[config.mk]
export PLATFORM = sky130hd
export DESIGN_NAME = load_store_unit_flat
export DESIGN_NICKNAME = d
export VERILOG_FILES = /design/src/rtl/lsu_pkg.sv /design/src/rtl/lsu_mem_if.sv /design/src/rtl/lsu_align.sv /design/src/rtl/load_store_unit.sv /design/src/flat_wrapper.sv
export SDC_FILE = /design/constraint.sdc
export NUM_CORES = 1
export LEC_CHECK = 0
export CAP_MARGIN = 5
export CORE_MARGIN = 5
export CORE_UTILIZATION = 45
export DETAILED_ROUTE_END_ITERATION = 10
export PLACE_DENSITY_LB_ADDON = 0.15
export SLEW_MARGIN = 20
export SYNTH_ARGS = -nofsm -noshare
export SYNTH_HDL_FRONTEND = slang
export SYNTH_SLANG_ARGS = --single-unit
[constraint.sdc]
create_clock -name clk -period 2.4 [get_ports clk]
set_clock_uncertainty 0.1 [all_clocks]
set_input_delay 0.36 -clock clk [delete_from_list [all_inputs] [get_ports clk]]
set_output_delay 0.36 -clock clk [all_outputs]
set_load 0.02 [all_outputs]
[src/rtl/lsu_pkg.sv]
// Package for the load/store unit.
// Holds the RV32I funct3 width/sign codes for loads and stores, the FSM
// state type, and the data-memory bus widths.
package lsu_pkg;

    localparam int XLEN = 32;
    localparam int STRB = XLEN / 8;

    // Load funct3 codes
    localparam logic [2:0] F3_LB  = 3'b000;
    localparam logic [2:0] F3_LH  = 3'b001;
    localparam logic [2:0] F3_LW  = 3'b010;
    localparam logic [2:0] F3_LBU = 3'b100;
    localparam logic [2:0] F3_LHU = 3'b101;

    // Store funct3 codes
    localparam logic [2:0] F3_SB  = 3'b000;
    localparam logic [2:0] F3_SH  = 3'b001;
    localparam logic [2:0] F3_SW  = 3'b010;

    typedef enum logic [1:0] {
        IDLE = 2'd0,
        REQ  = 2'd1,
        RESP = 2'd2
    } lsu_state_t;

endpackage

[src/rtl/lsu_mem_if.sv]
// Data-memory bus between the load/store unit (master) and memory (slave).
// Handshake: the master holds mem_req=1 with mem_we/mem_addr/mem_wdata/
// mem_wstrb stable until a cycle in which the slave drives mem_ready=1; that
// cycle completes the access, and for reads mem_rdata is valid in it.
//   mem_req    master->slave  access request
//   mem_we     master->slave  1 = write
//   mem_addr   master->slave  word-aligned byte address
//   mem_wdata  master->slave  lane-shifted write data
//   mem_wstrb  master->slave  byte strobes (0 for reads)
//   mem_ready  slave->master  access accepted/completed this cycle
//   mem_rdata  slave->master  read word, valid with mem_ready
interface lsu_mem_if;
    import lsu_pkg::*;

    logic              mem_req;
    logic              mem_we;
    logic [XLEN-1:0]   mem_addr;
    logic [XLEN-1:0]   mem_wdata;
    logic [STRB-1:0]   mem_wstrb;
    logic              mem_ready;
    logic [XLEN-1:0]   mem_rdata;

    modport master (
        output mem_req, mem_we, mem_addr, mem_wdata, mem_wstrb,
        input  mem_ready, mem_rdata
    );

    modport slave (
        input  mem_req, mem_we, mem_addr, mem_wdata, mem_wstrb,
        output mem_ready, mem_rdata
    );

endinterface

[src/rtl/lsu_align.sv]
// Combinational lane logic for the load/store unit.
//   is_store, funct3, addr_lo  access kind, width/sign, low address bits
//   store_data                 rs2 value
//   rdata                      raw memory read word
//   wstrb, wdata               byte strobes and replicated store data
//   load_ext                   selected and extended load value
//   legal                      funct3 is a valid code for this access kind
//   aligned                    address is aligned for the access width
// Width for the alignment test comes from funct3[1:0], so an illegal code
// still has a width; that lets misaligned take priority over fault.
module lsu_align
    import lsu_pkg::*;
(
    input  logic            is_store,
    input  logic [2:0]      funct3,
    input  logic [1:0]      addr_lo,
    input  logic [XLEN-1:0] store_data,
    input  logic [XLEN-1:0] rdata,
    output logic [STRB-1:0] wstrb,
    output logic [XLEN-1:0] wdata,
    output logic [XLEN-1:0] load_ext,
    output logic            legal,
    output logic            aligned
);

    logic [7:0]  rd_byte;
    logic [15:0] rd_half;

    always_comb begin
        legal = 1'b0;
        if (is_store) begin
            legal = (funct3 == F3_SB) || (funct3 == F3_SH) || (funct3 == F3_SW);
        end else begin
            legal = (funct3 == F3_LB) || (funct3 == F3_LH) || (funct3 == F3_LW) ||
                    (funct3 == F3_LBU) || (funct3 == F3_LHU);
        end
    end

    always_comb begin
        aligned = 1'b1;
        case (funct3[1:0])
            2'b01:   aligned = ~addr_lo[0];
            2'b10:   aligned = (addr_lo == 2'b00);
            2'b11:   aligned = (addr_lo == 2'b00);
            default: aligned = 1'b1;
        endcase
    end

    always_comb begin
        wstrb = '0;
        wdata = store_data;
        if (is_store) begin
            case (funct3)
                F3_SB: begin
                    wstrb = 4'b0001 << addr_lo;
                    wdata = {4{store_data[7:0]}};
                end
                F3_SH: begin
                    wstrb = addr_lo[1] ? 4'b1100 : 4'b0011;
                    wdata = {2{store_data[15:0]}};
                end
                F3_SW: begin
                    wstrb = 4'b1111;
                    wdata = store_data;
                end
                default: begin
                    wstrb = '0;
                    wdata = store_data;
                end
            endcase
        end
    end

    always_comb begin
        case (addr_lo)
            2'd0:    rd_byte = rdata[7:0];
            2'd1:    rd_byte = rdata[15:8];
            2'd2:    rd_byte = rdata[23:16];
            default: rd_byte = rdata[31:24];
        endcase
        rd_half = addr_lo[1] ? rdata[31:16] : rdata[15:0];
    end

    always_comb begin
        load_ext = '0;
        case (funct3)
            F3_LB:   load_ext = {{24{rd_byte[7]}}, rd_byte};
            F3_LH:   load_ext = {{16{rd_half[15]}}, rd_half};
            F3_LW:   load_ext = rdata;
            F3_LBU:  load_ext = {24'd0, rd_byte};
            F3_LHU:  load_ext = {16'd0, rd_half};
            default: load_ext = '0;
        endcase
    end

endmodule

[src/rtl/load_store_unit.sv]
// Multi-cycle data-memory access stage for the RV32I core.
// Accepts a load/store from execute, runs one access on the memory bus and
// returns byte-aligned, sign/zero-extended load data. Misaligned or illegal
// accesses are flagged with a one-cycle pulse and never reach the bus.
//   clk, rst     clock, synchronous active-high reset
//   start        execute presents an op (held while stall=1)
//   is_store     1 = store, 0 = load
//   funct3       width/sign field
//   addr         byte address
//   store_data   rs2 value
//   load_data    extended load result, valid with done
//   stall        core must hold state this cycle
//   done         one-cycle pulse, access complete
//   misaligned   one-cycle pulse, address misaligned
//   fault        one-cycle pulse, illegal funct3 or bus timeout
//   state_dbg    current FSM state
//   mem          data-memory bus (master side)
module load_store_unit
    import lsu_pkg::*;
#(
    parameter int TIMEOUT_CYCLES = 256
) (
    input  logic            clk,
    input  logic            rst,
    input  logic            start,
    input  logic            is_store,
    input  logic [2:0]      funct3,
    input  logic [XLEN-1:0] addr,
    input  logic [XLEN-1:0] store_data,
    output logic [XLEN-1:0] load_data,
    output logic            stall,
    output logic            done,
    output logic            misaligned,
    output logic            fault,
    output lsu_state_t      state_dbg,
    lsu_mem_if.master       mem
);

    // A zero-cycle budget still needs a one-bit counter to declare.
    localparam int CW = (TIMEOUT_CYCLES > 0) ? $clog2(TIMEOUT_CYCLES + 1) : 1;

    lsu_state_t state, state_next;

    logic [CW-1:0]   count;
    logic [2:0]      funct3_q;
    logic [1:0]      addr_lo_q;
    logic            is_store_q;

    logic            latch_en;
    logic            capture_en;
    logic            mis_set;
    logic            fault_set;
    logic            timeout_hit;

    logic [2:0]      sel_funct3;
    logic [1:0]      sel_addr_lo;
    logic            sel_is_store;
    logic [STRB-1:0] a_wstrb;
    logic [XLEN-1:0] a_wdata;
    logic [XLEN-1:0] a_load_ext;
    logic            a_legal;
    logic            a_aligned;

    // In IDLE the lane logic checks and shifts the incoming op; once an
    // access is in flight it extracts read data using the latched fields.
    assign sel_funct3   = (state == IDLE) ? funct3   : funct3_q;
    assign sel_addr_lo  = (state == IDLE) ? addr[1:0] : addr_lo_q;
    assign sel_is_store = (state == IDLE) ? is_store : is_store_q;

    lsu_align u_align (
        .is_store   (sel_is_store),
        .funct3     (sel_funct3),
        .addr_lo    (sel_addr_lo),
        .store_data (store_data),
        .rdata      (mem.mem_rdata),
        .wstrb      (a_wstrb),
        .wdata      (a_wdata),
        .load_ext   (a_load_ext),
        .legal      (a_legal),
        .aligned    (a_aligned)
    );

    generate
        if (TIMEOUT_CYCLES > 0) begin : g_timeout
            assign timeout_hit = (count == CW'(TIMEOUT_CYCLES - 1));
        end else begin : g_no_timeout
            assign timeout_hit = 1'b0;
        end
    endgenerate

    always_ff @(posedge clk) begin
        if (rst) begin
            state <= IDLE;
        end else begin
            state <= state_next;
        end
    end

    always_comb begin
        state_next = state;
        latch_en   = 1'b0;
        capture_en = 1'b0;
        mis_set    = 1'b0;
        fault_set  = 1'b0;
        case (state)
            IDLE: begin
                if (start) begin
                    if (!a_aligned) begin
                        mis_set = 1'b1;
                    end else if (!a_legal) begin
                        fault_set = 1'b1;
                    end else begin
                        latch_en   = 1'b1;
                        state_next = REQ;
                    end
                end
            end
            REQ: begin
                if (mem.mem_ready) begin
                    capture_en = ~is_store_q;
                    state_next = RESP;
                end else if (timeout_hit) begin
                    fault_set  = 1'b1;
                    state_next = IDLE;
                end
            end
            RESP: begin
                state_next = IDLE;
            end
            default: begin
                state_next = IDLE;
            end
        endcase
    end

    assign stall        = ((state == IDLE) && start && a_legal && a_aligned) || (state == REQ);
    assign done         = (state == RESP);
    assign mem.mem_req  = (state == REQ);
    assign state_dbg    = state;

    always_ff @(posedge clk) begin
        if (rst) begin
            load_data     <= '0;
            misaligned    <= 1'b0;
            fault         <= 1'b0;
            count         <= '0;
            funct3_q      <= '0;
            addr_lo_q     <= '0;
            is_store_q    <= 1'b0;
            mem.mem_we    <= 1'b0;
            mem.mem_addr  <= '0;
            mem.mem_wdata <= '0;
            mem.mem_wstrb <= '0;
        end else begin
            misaligned <= mis_set;
            fault      <= fault_set;
            if (latch_en) begin
                count         <= '0;
                funct3_q      <= funct3;
                addr_lo_q     <= addr[1:0];
                is_store_q    <= is_store;
                mem.mem_we    <= is_store;
                mem.mem_addr  <= {addr[XLEN-1:2], 2'b00};
                mem.mem_wdata <= a_wdata;
                mem.mem_wstrb <= a_wstrb;
            end else if ((state == REQ) && !mem.mem_ready) begin
                count <= count + 1'b1;
            end
            if (capture_en) begin
                load_data <= a_load_ext;
            end
        end
    end

endmodule

[src/flat_wrapper.sv]
// flat-port wrapper written by rule: the top's interface ports become plain ports
module load_store_unit_flat import lsu_pkg::*;
#(
    parameter int TIMEOUT_CYCLES = 256
)
  (clk, rst, start, is_store, funct3, addr, store_data, load_data, stall, done, misaligned, fault, state_dbg, mem_mem_req, mem_mem_we, mem_mem_addr, mem_mem_wdata, mem_mem_wstrb, mem_mem_ready, mem_mem_rdata);
  lsu_mem_if mem_i ();
  input  logic clk;
  input  logic rst;
  input  logic start;
  input  logic is_store;
  input  logic [2:0] funct3;
  input  logic [XLEN-1:0] addr;
  input  logic [XLEN-1:0] store_data;
  output logic [XLEN-1:0] load_data;
  output logic stall;
  output logic done;
  output logic misaligned;
  output logic fault;
  output lsu_state_t state_dbg;
  output wire logic [$bits(mem_i.mem_req)-1:0] mem_mem_req;
  output wire logic [$bits(mem_i.mem_we)-1:0] mem_mem_we;
  output wire logic [$bits(mem_i.mem_addr)-1:0] mem_mem_addr;
  output wire logic [$bits(mem_i.mem_wdata)-1:0] mem_mem_wdata;
  output wire logic [$bits(mem_i.mem_wstrb)-1:0] mem_mem_wstrb;
  input wire logic [$bits(mem_i.mem_ready)-1:0] mem_mem_ready;
  input wire logic [$bits(mem_i.mem_rdata)-1:0] mem_mem_rdata;
  assign mem_mem_req = mem_i.mem_req;
  assign mem_mem_we = mem_i.mem_we;
  assign mem_mem_addr = mem_i.mem_addr;
  assign mem_mem_wdata = mem_i.mem_wdata;
  assign mem_mem_wstrb = mem_i.mem_wstrb;
  assign mem_i.mem_ready = mem_mem_ready;
  assign mem_i.mem_rdata = mem_mem_rdata;
  load_store_unit #(.TIMEOUT_CYCLES(TIMEOUT_CYCLES)) u_core (.clk(clk), .rst(rst), .start(start), .is_store(is_store), .funct3(funct3), .addr(addr), .store_data(store_data), .load_data(load_data), .stall(stall), .done(done), .misaligned(misaligned), .fault(fault), .state_dbg(state_dbg), .mem(mem_i));
endmodule
======== Word-level counts from Yosys, hierarchy flattened ========
Index checks and enable logic that the tools add are counted.
storage, ports and cells
  bits of input ports ..................... 104
  register bits ........................... 117
  word-level logic and storage cells ...... 82
  output and inout bits ................... 108
cells by class
  shift-type cells ........................ 1
  equal/unequal tests ..................... 16
  multiplexer cells ....................... 32
  $add $sub $neg .......................... 1
  reductions and logical operators ........ 17
  bitwise logic cells ..................... 4
operator list
  operator                                               count
  case mux 32 bit (5 select lines)                       1
  case mux 32 bit (2 select lines)                       1
  two-way mux 32 bit                                     1
  case mux 8 bit (3 select lines)                        1
  two-way mux 16 bit                                     1
  two-way mux 1 bit                                      14
  two-way mux 2 bit                                      6
  case mux 4 bit (3 select lines)                        1
  adder 9 x 1 -> 9 bit, second input constant            1
  == test 9 x 8 -> 1 bit, second input constant          1
  == test 2 bit, second input constant                   4
  two-way mux 4 bit                                      2
  == test 2 x 1 -> 1 bit, second input constant          3
  == test 3 bit, second input constant                   2
  logical OR 1 bit                                       5
  logical AND 1 bit                                      4
  zero test 2 bit                                        2
  inequality test 2 x 1 -> 1 bit, second input constant  2
  NOT 1 bit                                              4
  case mux 1 bit (2 select lines)                        2
  case mux 2 bit (2 select lines)                        1
  AND reduction 4 bit                                    1
  OR reduction 2 bit                                     2
  << shifter 1 x 2 -> 4 bit, first input constant        1
  other kinds (8)                                        8

======== Depth between registers and ports, before layout ========
Gate-level depths: netlist of the first run.
  word-level depth ........................ 13
  depth in mapped cells ................... 8
  mapped depth without buffers ............ 6

======== Hierarchy ========
A second synthesis of the first run with hierarchy kept.
second synthesis, totals
  cell total of the unflattened synthesis .. 747
  area total of the unflattened synthesis .. 5987.0 µm²
by module, submodules not included
  module           cells each  times used  seq. area each (µm²)  area each (µm²)
  load_store_unit  549         1           2342.2                4504.3
  lsu_align        198         1           0.0                   1482.7

======== Worst setup path after synthesis of the first run ========
OpenSTA, ideal clock, no wires.
  path type ............................... flip-flop to output port
  from .................................... register u_core.state[1] (netlist: u_core.state_dbg[1])
  to ...................................... output stall
  arrival time ............................ 1.880 ns
  buffers on the path ..................... 3
  path slack .............................. 0.060 ns
  required time ........................... 1.940 ns
  stages on the path, launching flop included .. 8
  path through ............................ dfxtp_1 > or2_1 > buf_2 > or3_4 > a31o_1 > buf_2 > buf_2 > nand2b_1
on the way
  longest elaborated chain between the ends .. 11
  elaborated cells between the ends (all ways) .. 26
  classes of those cells .................. eq/ne: 8; mux: 5; bitwise: 1; reduce/logical: 12
RTL lines
  item                                                       line                              text
  start, declared                                            load_store_unit.sv:42             lsu_state_t state, state_next;
  start signal, assigned                                     load_store_unit.sv:95             state <= state_next;
  zero test 2 bit                                            --
  two-way mux 3 bit                                          load_store_unit.sv:66             assign sel_funct3 = (state == IDLE) ? funct3 : funct3_q;
  == test 3 x 1 -> 1 bit or zero test 3 bit (tied branches)  lsu_align.sv:32, lsu_align.sv:34
  logical OR 1 bit (2 in series)                             lsu_align.sv:32, lsu_align.sv:34
  logical OR 1 bit                                           lsu_align.sv:34                   legal = (funct3 == F3_LB) || (funct3 == F3_LH) || (funct3 == F3_LW) ||
  logical OR 1 bit                                           lsu_align.sv:35                   (funct3 == F3_LBU) || (funct3 == F3_LHU);
  two-way mux 1 bit                                          lsu_align.sv:31                   if (is_store) begin
  logical AND 1 bit (2 in series)                            load_store_unit.sv:136            assign stall = ((state == IDLE) && start && a_legal && a_aligned) || (state == REQ);
  logical OR 1 bit *                                         load_store_unit.sv:136
  end, declared                                              flat_wrapper.sv:16                output logic stall;
Mark *: on every way between the ends. The rest lies on a longest branch, timed or not.

======== Final worst setup path of the first run ========
  from .................................... register u_core.state[0] (netlist: u_core.state_dbg[0])
  to ...................................... register u_core.load_data[13]
on the way
  longest elaborated chain between the ends .. 5
  elaborated cells between the ends (all ways) .. 16
  classes of those cells .................. eq/ne: 7; mux: 6; reduce/logical: 3
RTL lines
  item                                   line                                          text
  zero test 2 bit                        load_store_unit.sv:66, load_store_unit.sv:67
  two-way mux 2 bit                      load_store_unit.sv:67                         assign sel_addr_lo = (state == IDLE) ? addr[1:0] : addr_lo_q;
  == test 2 bit (tied with other cells)  lsu_align.sv:75                               case (addr_lo)
  case mux 8 bit (3 select lines)        lsu_align.sv:75
  case mux 32 bit (5 select lines)       lsu_align.sv:86                               case (funct3)
  end signal, assigned                   load_store_unit.sv:170                        load_data <= a_load_ext;
  end, declared                          load_store_unit.sv:30                         output logic [XLEN-1:0] load_data,
Parallel ways exist; a longest one is shown, timed or not.
A chain may end at the register's enable or synchronous reset.

==> impl_metrics.ini, run 1 <==
[finish]
final_cells = 1054
nNetsFinal = 975
drive_gt1_share_pct = 16.7
syn2layout_area_growth_pct = 52.7
diodes = 0
final_cell_area_um2 = 8880

[synth]
synth.largest_area_cell = dfxtp_1
yosysTopAreaCellShare_pct = 40.3
ys_seq_elements = 117
synth_area_per_cell_um2 = 8.98
synth_mux_area_share_pct = 3.87
ys.flop_type = dfxtp_1
async_reset_ff_share_pct = 0
yosys.cell_types.count = 66
yosysMostFrequentCell = dfxtp_1
syn_inst = 648
synth_seq_area_share_pct = 40.3
netlist_top_cells_count = dfxtp_1 (117), nand2_1 (106), a21oi_1 (64)
yosys-top-cells-area = dfxtp_1 (40%), nand2_1 (6.8%), a221oi_1 (6.3%)
synthXorXnorAreaFrac_pct = 1.05
synth_fa_ha_area_share_pct = 0.430
synth_warnings = 0
netlist_area_um2 = 5820
synth_top_family_by_area = compound AO/OA/AOI/OAI gates
yosys.area_share.simple_pct = 17.4
synth_compound_area_share_pct = 30.8
synth_edf_count = 0

[floorplan]
start_util_pct = 45.9
core_um2 = 12700
ios = 212
die_area_um2 = 15300
rows = 41
die_h_um = 124
dieWidth_um = 124

[power_and_ir_drop]
ir_worst_vdd_v = 0.000399
netSwitchingFraction_pct = 26.5
cellPowerDensity_nw_per_um2 = 655
p_total_w = 0.00582
clkPwrFrac_pct = 43.8
internal_power_w = 0.00427
power_frac_seq_pct = 35.8
p_leak_nw = 3.20
switching_power_w = 0.00154
combPwrFrac_pct = 20.4

[placed_design]
dp_hpwl_um = 14000
place_inst = 1019
place_area_um2 = 8220
gp_congestion = 0.814
place_worst_setup_slack_ns = -0.351
port_buffers = 209

[run_status]
status = completed

[sta]
worst_pin_slew_ns = 0.626
rsz0062_at_grt = false
period_needed_ns = 2.34
setup_tns_ns = 0
hold_viol = 0
max_freq_mhz = 428
fin_crit_sh_pct = 97.4
maxSlewHeadroom_pct = 58.3
setup_ws_ns = 0.0618
drv_slew = 0
setup_viol = 0

[routing]
routed_wl_um = 19300
ant_nets = 0
vias = 6092
wire_per_inst_um = 18.3
drtIter0Drc = 541
drc = 0
first_pass_iters = 5
via_per_inst = 5.78

[global_route]
grt_pass1_vias = 5977
overflow = 0
grt_first_pass_wirelength_um = 29800
grt_use_total_pct = 24.5
grt_max_degree = 58
antenna_found_initial = 0

[cts]
cts.sinks = 117
cts_buffers = 17
htreeDepth = 4
clk_pin_slew_worst_paths_ns = 0.05
clk_root_buffer_cell = clkbuf_16
postCtsHoldBufs = 0
cts_tree = done
cts_buffer_depth = 2
clkLatencyLatePin_ns = 0.41

[worst_setup_path]
rrSetupSlack_ns = 0.06
crit_fanout = 14
critPathCaptureType = flop
crit_type = flop to flop
r2r-end = u_core.load_data[13]
regToRegStartpoint = u_core.state_dbg[0]
start_kind = flop
critPathRequiredTime_ns = 2.58
worstSetupEndpoint = u_core.load_data[13]
reg2regPathDepth = 7
arrival_ns = 2.52
critPathLaunch = u_core.state_dbg[0]

[hold_path]
hp-class = flop to flop

[job]
drv_cap = 0
per-stage QoR:
stage          utilization (%)  hold WS, ns
2_1_floorplan                -        0.335
3_3_place_gp              64.9        0.342
3_5_place_dp              64.9        0.349
4_1_cts                   69.5        0.346
5_1_grt                   70.1        0.377
6_report                  70.1        0.353
cells in the final DEF, fill, tap and decap left out, types with 3 or more instances in the layout:
cell | netlist | routed
clkdlybuf4s50_1 | 0 | 206
dfxtp_1 | 117 | 116
nand2_1 | 106 | 105
a21oi_1 | 64 | 64
nor2_1 | 55 | 55
buf_4 | 12 | 46
a221oi_1 | 42 | 40
a211oi_1 | 24 | 24
mux2i_1 | 20 | 19
nor3_1 | 17 | 17
clkbuf_16 | 0 | 17
a221oi_2 | 14 | 16
a22o_1 | 12 | 12
o21ai_0 | 11 | 11
a2111oi_2 | 10 | 11
o221a_2 | 7 | 7
xor2_1 | 6 | 6
and3_1 | 5 | 5
nand2b_1 | 5 | 5
nand3b_1 | 5 | 5
a2111oi_1 | 6 | 5
buf_12 | 0 | 5
clkbuf_1 | 21 | 4
clkinv_2 | 0 | 4
nand3_1 | 3 | 3
nand4_1 | 3 | 3
nor3b_1 | 3 | 3
a2bb2oi_1 | 3 | 3
bufinv_16 | 0 | 3
cell families after synthesis:
family	Yosys count
muxes	22
adders and majority gates	2
other	1
DFF	117
and+or+nand+nor	223
buffers and inverters	62
xor gates and xnor gates	7
AOI/OAI and AO/OA	214
sequential cells by signal (all words and copies together), names as in the netlist:
name	flops
u_core.count	9
u_core.addr_lo_q	2
u_core.mem.mem_wdata	32
u_core.load_data	32
u_core.funct3_q	3
u_core.misaligned	1
u_core.fault	1
u_core.mem.mem_we	1
u_core.mem.mem_wstrb	4
u_core.mem.mem_addr	30
u_core.state_dbg	2
worst min-delay path by stage:
| stage | start | slack [ns] | depth (start not counted) | to |
|---|---|---|---|---|
| 2_1_floorplan | u_core.addr_lo_q[1] | 0.33 | 2 | u_core.addr_lo_q[1] |
| 3_3_place_gp | u_core.mem.mem_addr[31] | 0.34 | 2 | u_core.mem.mem_addr[31] |
| 3_5_place_dp | u_core.mem.mem_addr[27] | 0.35 | 2 | u_core.mem.mem_addr[27] |
| 4_1_cts | rst | 0.35 | 2 | u_core.state_dbg[1] |
| 5_1_grt | u_core.mem.mem_wdata[2] | 0.38 | 2 | u_core.mem.mem_wdata[2] |
| 6_report | u_core.mem.mem_wdata[5] | 0.35 | 2 | u_core.mem.mem_wdata[5] |
routing by layer:
layer / GRT usage, % / vias to the layer above / routed length, um
met5: 0 / - / 0
met2: 42.0 / 260 / 9620
met3: 5.45 / 37 / 1420
li1: - / 2858 / -
met1: 30.3 / 2937 / 7860
met4: 8.65 / 0 / 362
layout make-up:
cell class                      count  area, um^2
Clock buffer                       23         468
Clock inverter                      9         126
Fill cell                         991        3790
Inverter                            1        3.75
Multi-Input combinational cell    471        3180
Sequential cell                   117        2340
Tap cell                          172         215
Timing Repair Buffer              261        2550
what timing repair did:
item / in CTS / in global routing
pin swaps: 0 / 3
buffers inserted: 0 / 2
setup endpoints to repair: 1 / 32
resized for setup: 4 / 12
cloned: 0 / 1
worst max-delay path, stage by stage, from the launching register on:
cell and delay [ns]:
dfxtp_1 0.38, buf_4 0.20, or3b_4 0.39, and2_1 0.20, buf_4 0.22, a21o_4 0.27
a221oi_1 0.33, a211oi_1 0.12
power by group through the flow:
stage               clock [W]  combinational [W]  sequential, W
detailed placement          0            0.00115        0.00212
finish                0.00255            0.00119        0.00208
global route          0.00268            0.00127        0.00209
CTS                   0.00258            0.00116        0.00208
global placement            0            0.00113        0.00212
floorplan                   0           0.000529        0.00221
Power figures use the tool's default switching activity.
==> inputs of run 2 (changes only) <==
- ABC_AREA: not set -> 1
- CORE_UTILIZATION: 45 -> 46
- CTS_BUF_LIST: not set -> sky130_fd_sc_hd__clkbuf_2 sky130_fd_sc_hd__clkbuf_4 sky130_fd_sc_hd__clkbuf_8
- CTS_CLUSTER_SIZE: not set -> 20
==> run 2 against run 1 <==
  * Synthesized area down 5.2%
  * Largest power group is now sequential cells
  * Core utilization about the same
  * Critical path type is now flop to output pin
  * Synthesized cell count increased by 31%
  * Largest cell class unchanged
  * Hold slack worse by 0.0035 ns
==> impl_metrics.ini, run 2 <==
[run_status]
status = completed

[floorplan]
dieWidth_um = 119
die_area_um2 = 14300
rows = 40
ios = 212
die_h_um = 119
start_util_pct = 46.5
core_um2 = 11900

[synth]
yosys-top-cells-area = dfxtp_1 (42%), nand2_1 (23%), nor2_1 (7.4%)
synth.largest_area_cell = dfxtp_1
netlist_top_cells_count = nand2_1 (334), dfxtp_1 (117), nor2_1 (108)
synth_seq_area_share_pct = 42.5
yosys.cell_types.count = 31
netlist_area_um2 = 5520
yosysTopAreaCellShare_pct = 42.5
ys_seq_elements = 117
synth_area_per_cell_um2 = 6.48
ys.flop_type = dfxtp_1
async_reset_ff_share_pct = 0
syn_inst = 851
synth_edf_count = 0
synth_warnings = 0
yosysMostFrequentCell = nand2_1

[finish]
layout_commonest_cell = nand2_1
final_util_pct = 70.1
register_area_um2 = 2350
multi_input_area_um2 = 2720
reg.largest.list = u_core.load_data (32), u_core.mem.mem_wdata (32), u_core.mem.mem_addr (30)
final_cell_area_um2 = 8320
fillers = 1038
drive_gt1_share_pct = 9.02
syn2layout_area_growth_pct = 50.8
diodes = 0
nNetsFinal = 1180
final_cell_mix = nand2_1 (334), clkdlybuf4s50_1 (208), dfxtp_1 (115)

[cts]
cts.sinks = 117
cts_buffer_depth = 2
clkLatencyLatePin_ns = 0.44
htreeDepth = 4
clk_root_buffer_cell = clkbuf_8
clk_pin_slew_worst_paths_ns = 0.06
cts_tree = done
cts_buffers = 17

[power_and_ir_drop]
p_total_w = 0.00547
ir_worst_vdd_v = 0.000479
p_leak_nw = 3.77
cellPowerDensity_nw_per_um2 = 657

[worst_setup_path]
crit_fanout = 6
crit_type = flop to output pin
cpMaxStageDelayCell = dfxtp_4
critPathRequiredTime_ns = 1.94
cp_top_family = simple AND/OR/NAND/NOR gates
start_kind = flop
crit_buf_inv = 2
arrival_ns = 1.77
critPathCaptureType = output pin
cpPeakStageDelay_ns = 0.38
crit_path_cell_trace = nor2_4 > buf_4 > nand2_2 > nand2_2 > nand2_1 > nand2_1 > nand2_2 > nand4_1 > nand2_1 > buf_2

[global_route]
grt_pass1_vias = 5648
grt_max_degree = 38
grt_first_pass_wirelength_um = 27200
grt_use_total_pct = 23.6
overflow = 0
antenna_found_initial = 0

[sta]
drv_slew = 0
max_freq_mhz = 448
hold_slack_ns = 0.350
period_needed_ns = 2.23
hold_viol = 0
maxSlewHeadroom_pct = 62.5
rsz0062_at_grt = false
worst_pin_slew_ns = 0.561
setup_viol = 0
fin_crit_sh_pct = 93.0
setup_ws_ns = 0.167

[job]
drv_cap = 0

[placed_design]
dp_hpwl_um = 12400
gp_congestion = 0.840
place_area_um2 = 7880
port_buffers = 209
place_worst_setup_slack_ns = -0.0934

[routing]
first_pass_iters = 5
drtIter0Drc = 476
wire_per_inst_um = 13.8
via_per_inst = 4.84
drc = 0
vias = 5975
ant_nets = 0
routed_wl_um = 17000

[hold_path]
hp-class = flop to flop
## run 2: cell families after synthesis
group	Yosys count	share of synthesized area (%)
AO/OA/AOI/OAI	109	10.1
XOR/XNOR	4	0.635
adder cells (fa/ha/maj)	2	0.454
buffers and inverters	105	8.58
flip-flops	117	42.5
other	1	0.0680
AND/OR/NAND/NOR	513	37.7
## run 2: area by class of cell
class | instances | area share (%)
multi-input combinational | 631 | 32.7
clock inverter | 9 | 1.52
clock buffer | 23 | 3.43
inverter | 62 | 2.80
tap | 147 | 2.21
timing repair buffer | 245 | 29.1
sequential | 117 | 28.2
## run 2: where the power goes
group / internal, W / switching (W) / total (W)
logic: 0.000641 / 0.000787 / 0.00143
clock network: 0.00111 / 0.000791 / 0.00190
registers: 0.00207 / 0.0000682 / 0.00214
## run 2: worst paths after layout
kind,from,endpoint,slack (ns),cells past startpoint
max,u_core.state_dbg[0],stall,0.17,10
min,u_core.mem.mem_addr[7],u_core.mem.mem_addr[7],0.35,2
max reg2reg,u_core.state_dbg[0],u_core.mem.mem_addr[24],0.18,14
min reg2reg,u_core.mem.mem_addr[7],u_core.mem.mem_addr[7],0.35,2
## run 2: what timing repair did
action | CTS | global route
hold buffers | 0 | 0
gates cloned | 1 | 0
setup buffers | 2 | 0
gates resized for setup | 5 | 4
endpoints found under the setup margin | 1 | 13
pin swaps | 1 | 0
## run 2: metal layers
metal  vias to the layer above  track usage (%)  share of wire, %
met5                         -                0                 0
met4                         0             8.88               2.1
met3                        29             8.06               8.3
met2                       209             40.0                48
met1                      2640             27.7                42
li1                       3097                -                 -
## run 2: tightest hold or removal path, stage by stage (launching register included)
cell and delay (ns):
dfxtp_1 0.31, nand2_1 0.06, nand2_1 0.04
## run 2: stage by stage
step	std cells	setup TNS [ns]
after global placement	1199	-0.0795
after detailed placement	1199	-0.404
after CTS	1234	0
after floorplan	852	0
after global routing	1234	0
final	1234	0
